<file path="src/rtl/muldiv_pkg.sv">
// Shared definitions for the mul/div sequencer: state encoding, divide-by-zero
// LO value and the default watchdog limit.
package muldiv_pkg;

  typedef enum logic [2:0] {
    ST_IDLE  = 3'd0,
    ST_MRUN  = 3'd1,
    ST_DRUN  = 3'd2,
    ST_DONE  = 3'd3,
    ST_DRAIN = 3'd4
  } state_e;

  localparam logic [31:0] DIV0_LO          = 32'hFFFF_FFFF;
  localparam int unsigned WD_LIMIT_DEFAULT = 48;

  // States in which a unit is busy and the watchdog is counting
  function automatic logic unit_active(input state_e s);
    return (s == ST_MRUN) || (s == ST_DRUN) || (s == ST_DRAIN);
  endfunction

endpackage

</file>
<file path="src/rtl/muldiv_wdog.sv">
// Watchdog for the mul/div sequencer: cycle counter, limit compare and sticky
// error flag. Instantiated only when MULDIV_WATCHDOG_EN is defined.
module muldiv_wdog
  import muldiv_pkg::*;
#(
  parameter int unsigned WD_LIMIT = WD_LIMIT_DEFAULT
) (
  input  logic clk,
  input  logic resetn,
  input  logic clear,
  input  logic active,
  output logic timeout,
  output logic wd_err
);

  localparam int unsigned CW = $clog2(WD_LIMIT + 1);

  logic [CW-1:0] count;

  // timeout fires on the cycle whose closing edge brings the count to WD_LIMIT
  assign timeout = active && (count == CW'(WD_LIMIT - 1));

  always_ff @(posedge clk or negedge resetn) begin
    if (!resetn) begin
      count  <= '0;
      wd_err <= 1'b0;
    end else begin
      if (clear) begin
        count <= '0;
      end else if (active && (count != CW'(WD_LIMIT))) begin
        count <= count + CW'(1);
      end
      if (timeout) begin
        wd_err <= 1'b1;
      end
    end
  end

endmodule

</file>
<file path="src/rtl/muldiv_ctrl.sv">
// Sequencer for the iterative multiplier/divider in EXE. The optional watchdog
// is compiled in with MULDIV_WATCHDOG_EN.
//
// state    | meaning
// ---------+-------------------------------------------------------------
// IDLE     | no operation in flight, waiting for a mul/div in EXE
// MRUN     | multiplier running, mult_begin held high
// DRUN     | divider running, div_begin held high
// DONE     | result latched, exe_over high until the pipeline advances
// DRAIN    | EXE flushed, waiting for the running unit to finish
module muldiv_ctrl
  import muldiv_pkg::*;
#(
  parameter int unsigned WD_LIMIT = WD_LIMIT_DEFAULT
) (
  input  logic        clk,
  input  logic        resetn,
  input  logic        exe_valid,
  input  logic        op_mul,
  input  logic        op_div,
  input  logic        op_sign,
  input  logic [31:0] src1,
  input  logic [31:0] src2,
  input  logic        exe_allow_out,
  input  logic        flush,
  output logic        mult_begin,
  output logic        div_begin,
  output logic        unit_sign,
  output logic [31:0] unit_op1,
  output logic [31:0] unit_op2,
  input  logic        mult_end,
  input  logic        div_end,
  input  logic [63:0] product,
  input  logic [31:0] quotient,
  input  logic [31:0] remainder,
  output logic        exe_over,
  output logic [31:0] hi_result,
  output logic [31:0] lo_result,
  output logic        busy,
  output logic        wd_err
);

  state_e      state;
  state_e      state_nxt;
  logic        run_mul;
  logic        is_muldiv;
  logic        launch_req;
  logic        launch;
  logic        timeout;
  logic        res_we;
  logic [31:0] hi_nxt;
  logic [31:0] lo_nxt;

  assign is_muldiv  = op_mul | op_div;
  assign launch_req = exe_valid & is_muldiv & ~flush;
  assign launch     = (state == ST_IDLE) & launch_req;

`ifdef MULDIV_WATCHDOG_EN
  muldiv_wdog #(
    .WD_LIMIT (WD_LIMIT)
  ) u_wdog (
    .clk     (clk),
    .resetn  (resetn),
    .clear   (launch),
    .active  (unit_active(state)),
    .timeout (timeout),
    .wd_err  (wd_err)
  );
`else
  logic [31:0] unused_wd_limit;

  assign unused_wd_limit = 32'(WD_LIMIT);
  assign timeout         = 1'b0;
  assign wd_err          = 1'b0;
`endif

  always_comb begin
    state_nxt = state;
    res_we    = 1'b0;
    hi_nxt    = hi_result;
    lo_nxt    = lo_result;
    case (state)
      ST_IDLE: begin
        if (launch_req) begin
          if (op_mul) begin
            state_nxt = ST_MRUN;
          end else if (src2 == 32'd0) begin
            // divide-by-zero resolves here, the divider is never started
            state_nxt = ST_DONE;
            res_we    = 1'b1;
            hi_nxt    = src1;
            lo_nxt    = DIV0_LO;
          end else begin
            state_nxt = ST_DRUN;
          end
        end
      end
      ST_MRUN: begin
        if (flush) begin
          state_nxt = (mult_end || timeout) ? ST_IDLE : ST_DRAIN;
        end else if (mult_end) begin
          state_nxt = ST_DONE;
          res_we    = 1'b1;
          hi_nxt    = product[63:32];
          lo_nxt    = product[31:0];
        end else if (timeout) begin
          state_nxt = ST_DONE;
          res_we    = 1'b1;
          hi_nxt    = 32'd0;
          lo_nxt    = 32'd0;
        end
      end
      ST_DRUN: begin
        if (flush) begin
          state_nxt = (div_end || timeout) ? ST_IDLE : ST_DRAIN;
        end else if (div_end) begin
          state_nxt = ST_DONE;
          res_we    = 1'b1;
          hi_nxt    = remainder;
          lo_nxt    = quotient;
        end else if (timeout) begin
          state_nxt = ST_DONE;
          res_we    = 1'b1;
          hi_nxt    = 32'd0;
          lo_nxt    = 32'd0;
        end
      end
      ST_DRAIN: begin
        if ((run_mul ? mult_end : div_end) || timeout) begin
          state_nxt = ST_IDLE;
        end
      end
      ST_DONE: begin
        if (flush || exe_allow_out) begin
          state_nxt = ST_IDLE;
        end
      end
      default: begin
        state_nxt = ST_IDLE;
      end
    endcase
  end

  always_ff @(posedge clk or negedge resetn) begin
    if (!resetn) begin
      state <= ST_IDLE;
    end else begin
      state <= state_nxt;
    end
  end

  always_ff @(posedge clk or negedge resetn) begin
    if (!resetn) begin
      run_mul   <= 1'b0;
      unit_sign <= 1'b0;
      unit_op1  <= 32'd0;
      unit_op2  <= 32'd0;
    end else if (launch) begin
      run_mul   <= op_mul;
      unit_sign <= op_sign;
      unit_op1  <= src1;
      unit_op2  <= src2;
    end
  end

  always_ff @(posedge clk or negedge resetn) begin
    if (!resetn) begin
      hi_result <= 32'd0;
      lo_result <= 32'd0;
    end else if (res_we) begin
      hi_result <= hi_nxt;
      lo_result <= lo_nxt;
    end
  end

  // begin stays up through DRAIN so the unit is never abandoned mid-operation
  assign mult_begin = (state == ST_MRUN) | ((state == ST_DRAIN) & run_mul);
  assign div_begin  = (state == ST_DRUN) | ((state == ST_DRAIN) & ~run_mul);
  assign busy       = (state != ST_IDLE);
  assign exe_over   = exe_valid & ~flush & (~is_muldiv | (state == ST_DONE));

endmodule

</file>
<file path="config.mk">
export PLATFORM = sky130hd
export DESIGN_NAME = muldiv_ctrl
export DESIGN_NICKNAME = d
export VERILOG_FILES = /design/src/rtl/muldiv_pkg.sv /design/src/rtl/muldiv_wdog.sv /design/src/rtl/muldiv_ctrl.sv
export SDC_FILE = /design/constraint.sdc
export NUM_CORES = 1
export LEC_CHECK = 0
export ABC_AREA = 1
export CAP_MARGIN = 20
export CORE_ASPECT_RATIO = 2
export CORE_MARGIN = 2
export CORE_UTILIZATION = 25
export CTS_CLUSTER_DIAMETER = 80
export DETAILED_ROUTE_END_ITERATION = 7
export DONT_BUFFER_PORTS = 1
export PLACE_DENSITY = 0.42
export SYNTH_ARGS = -nofsm -noshare
export SYNTH_HDL_FRONTEND = slang
export SYNTH_HIERARCHICAL = 1
export SYNTH_SLANG_ARGS = --single-unit
</file>
<file path="constraint.sdc">
create_clock -name clk -period 2.61 [get_ports clk]
set_clock_uncertainty 0.2 [all_clocks]
set_input_delay 0.6525 -clock clk [delete_from_list [all_inputs] [get_ports clk]]
set_output_delay 0.6525 -clock clk [all_outputs]
set_load 0.005 [all_outputs]
</file>
==> results by group <==
STA
  – Max_slew headroom: 0.542
  – Pins Over Slew Limit: 0
  – Final Hold Viols: 133
  – Least-Margin Pin Slew: 0.688 ns
  – Fmax: 414 MHz
  – Setup tns final: 0 ns
  – Tcrit/Tclk final: 0.926
  – Setup violators final: 0
  – Unrepaired setup endpoints after global routing: no
  – Hold WS: -0.277 ns
  – Crit path time final: 2.42 ns

Finish
  – Fin util: 0.294
  – Commonest non-fill, non-tap cell in the layout: nand2_1
  – Area growth syn-to-layout: 16.2%
  – Commonest cells after routing, fill and taps aside: nand2_1, dfrtp_1, nand3_1, inv_1, mux2_2
  – Fill count: 2,821
  – Area of the multi-input gates: 2730 µm²
  – Share of cells above drive strength 1: 0.111
  – Register area: 3330 µm²
  – Non-Filler Instances: 1,124
  – Fin area: 7500 µm²
  – Final #Nets: 971

Setup path
  – CP max FO: 6
  – Worst EP required: 1.76 ns
  – CP endpoint kind: primary output
  – Reg2reg setup slack: 0.29 ns
  – CP Data Arrival Time: 1.56 ns
  – Register-to-Register Path Depth: 8
  – Critical path type: flip-flop to primary output
  – Crit start category: flip-flop

Logic synthesis
  – Syn nets: 985
  – Syn_area_per_cell: 8.25 µm²
  – Top cell type's share of synthesized area: 0.515
  – Seq/Total Area, Yosys: 0.515
  – Number of synthesized register bits: 133
  – Syn Inst Count: 783
  – Mapped cell area: 6460 µm²
  – Netlist cell types: 29
  – Ys Warns: 6
  – Top cells by area, synth: dfrtp_1, nand2_1, nand3_1, mux2_2, o211ai_1
  – Post-synth top area cell: dfrtp_1

Global route
  – Tot GR Track Use: 0.165
  – Largest net degree at the start of global routing: 134
  – Global-route wire length before repair: 33,800 µm
  – Grt ovf: 0
  – Vias in the first global route: 5,443
  – Initial antenna violation count: 3

Clocking
  – CTS tree: yes
  – Root Buffer: clkbuf_16
  – Setup Fix Bufs, Post-CTS: 0
  – Num CTS Buffers: 17
  – Resize count post-CTS: 0
  – Worst-path clk slew: 0.06 ns
  – Max Root-Sink Buffers: 2
  – H-tree lvl count: 4
  – Clock sink count: 133
  – Clock Latency Late Sink: 0.43 ns

Detailed routing
  – Vias: 5,216
  – Residual DRC: 0
  – DR vias/cell: 4.64
  – WL/cell: 19.7 µm
  – Routed wire length: 22,100 µm
  – Post-DRT Antenna Nets: 0
  – First-pass DRT Iterations: 4
  – Initial drt markers: 260

Power and ir drop
  – Proportion of power drawn by combinational gates: 0.396
  – Maximum VDD drop: 0.547 mV
  – Sequential share of power: 0.370
  – Sw Ratio: 0.425
  – Leak: 3.51 nW
  – Pwr Density: 1500 nW/µm²
  – Net switching power figure: 4.79 mW
  – Pint: 6.47 mW
  – Overall Power: 11.3 mW
  – Clock network fraction of design power: 0.233

Floorplan
  – Die footprint: 27,200 µm²
  – IO Pins: 336
  – Die H: 231 µm
  – Row cnt: 83
  – Initial Util: 0.253
  – Horiz. Die Dim: 118 µm
  – Core area: 25,500 µm²

Worst hold path
  – Min-Delay Path Class: primary input to async pin

Outcome
  – Status: complete, but fails checks
  – Failing checks: hold timing

Place
  – Routability-driven placement congestion ratio: 0.797
  – Dpl cell area: 6850 µm²
  – Dpl hpwl: 16,100 µm
  – Input/output buffers: 0
  – Inst Count DP: 1,090

Run
  – Max cap viols: 0
## routing by layer
layer / global-route usage / vias to the layer above / wire length, µm
li1: - / 2508 / -
met1: 0.161 / 2451 / 7810
met2: 0.302 / 215 / 12000
met3: 0.0586 / 42 / 1530
met4: 0.0862 / 0 / 796
met5: 0 / - / 0
## cell usage after synthesis (all sizes together)
| library cell | instances |
|---|---|
| dfrtp | 133 |
| buf | 35 |
| nor2b | 1 |
| clkbuf | 14 |
| a21oi | 2 |
| or2 | 1 |
| conb | 1 |
| nor3 | 6 |
| o211ai | 25 |
| nand3 | 108 |
| inv | 40 |
| nand2 | 321 |
| o31ai | 1 |
| nor2 | 22 |
| o22ai | 1 |
| o21ai | 32 |
| mux2 | 38 |
| nand3b | 2 |
## path summary, 6_finish.rpt
path,endpoint,from
min in group clk,state[2],flush
worst max register to register,hi_result[26],state[1]
worst max-delay path,div_begin,state[0]
max in group asynchronous,hi_result[18],resetn
worst min register to register,lo_result[20],lo_result[20]
worst min-delay path,lo_result[10],resetn
## metrics by stage
step / hold slack [ns] / setup WS, ns
floorplan: 0.157 / 0.469
global placement: 0.161 / 0.224
detailed placement: 0.162 / 0.216
CTS: -0.320 / 0.144
global route: -0.317 / 0.0651
finish: -0.277 / 0.193
## sequential cells by signal (all words and copies together) (netlist names)
| register | flops |
|---|---|
| run_mul | 1 |
| unit_op2 | 32 |
| lo_result | 32 |
| hi_result | 32 |
| unit_sign | 1 |
| state | 3 |
| unit_op1 | 32 |
## worst max-delay path, cell delays in order, from the launching register on
cell     delay (ns)
dfrtp_1        0.45
nor3_1         0.35
inv_1          0.07
o21ai_0        0.26
## kinds of logic after synthesis
kind of cell	after synthesis	synth area share
compound gates	61	0.0575
flops	133	0.515
simple gates	461	0.297
buf+inv	89	0.0636
mux	38	0.0663
other cells	1	0.000581
## layout make-up
| cell class | instances | share of cell area |
|---|---|---|
| flip-flops and latches | 133 | 0.444 |
| multi-input cells | 561 | 0.364 |
| clock buffers | 23 | 0.0664 |
| well taps | 340 | 0.0567 |
| repair buffers | 16 | 0.0293 |
| inverters | 40 | 0.0200 |
| clock inverters | 8 | 0.0193 |
| diodes | 3 | 0.00100 |
## power groups by stage
stage          combinational [mW]  sequential (mW)  clock, mW
6_report                     4.47             4.17       2.63
5_1_grt                      5.14             4.27       2.81
4_1_cts                      4.61             4.21       2.72
3_5_place_dp                 4.60             4.24          0
3_3_place_gp                 4.55             4.23          0
2_1_floorplan                3.52             3.79          0
Note: power is estimated with default switching activity, not from simulation.
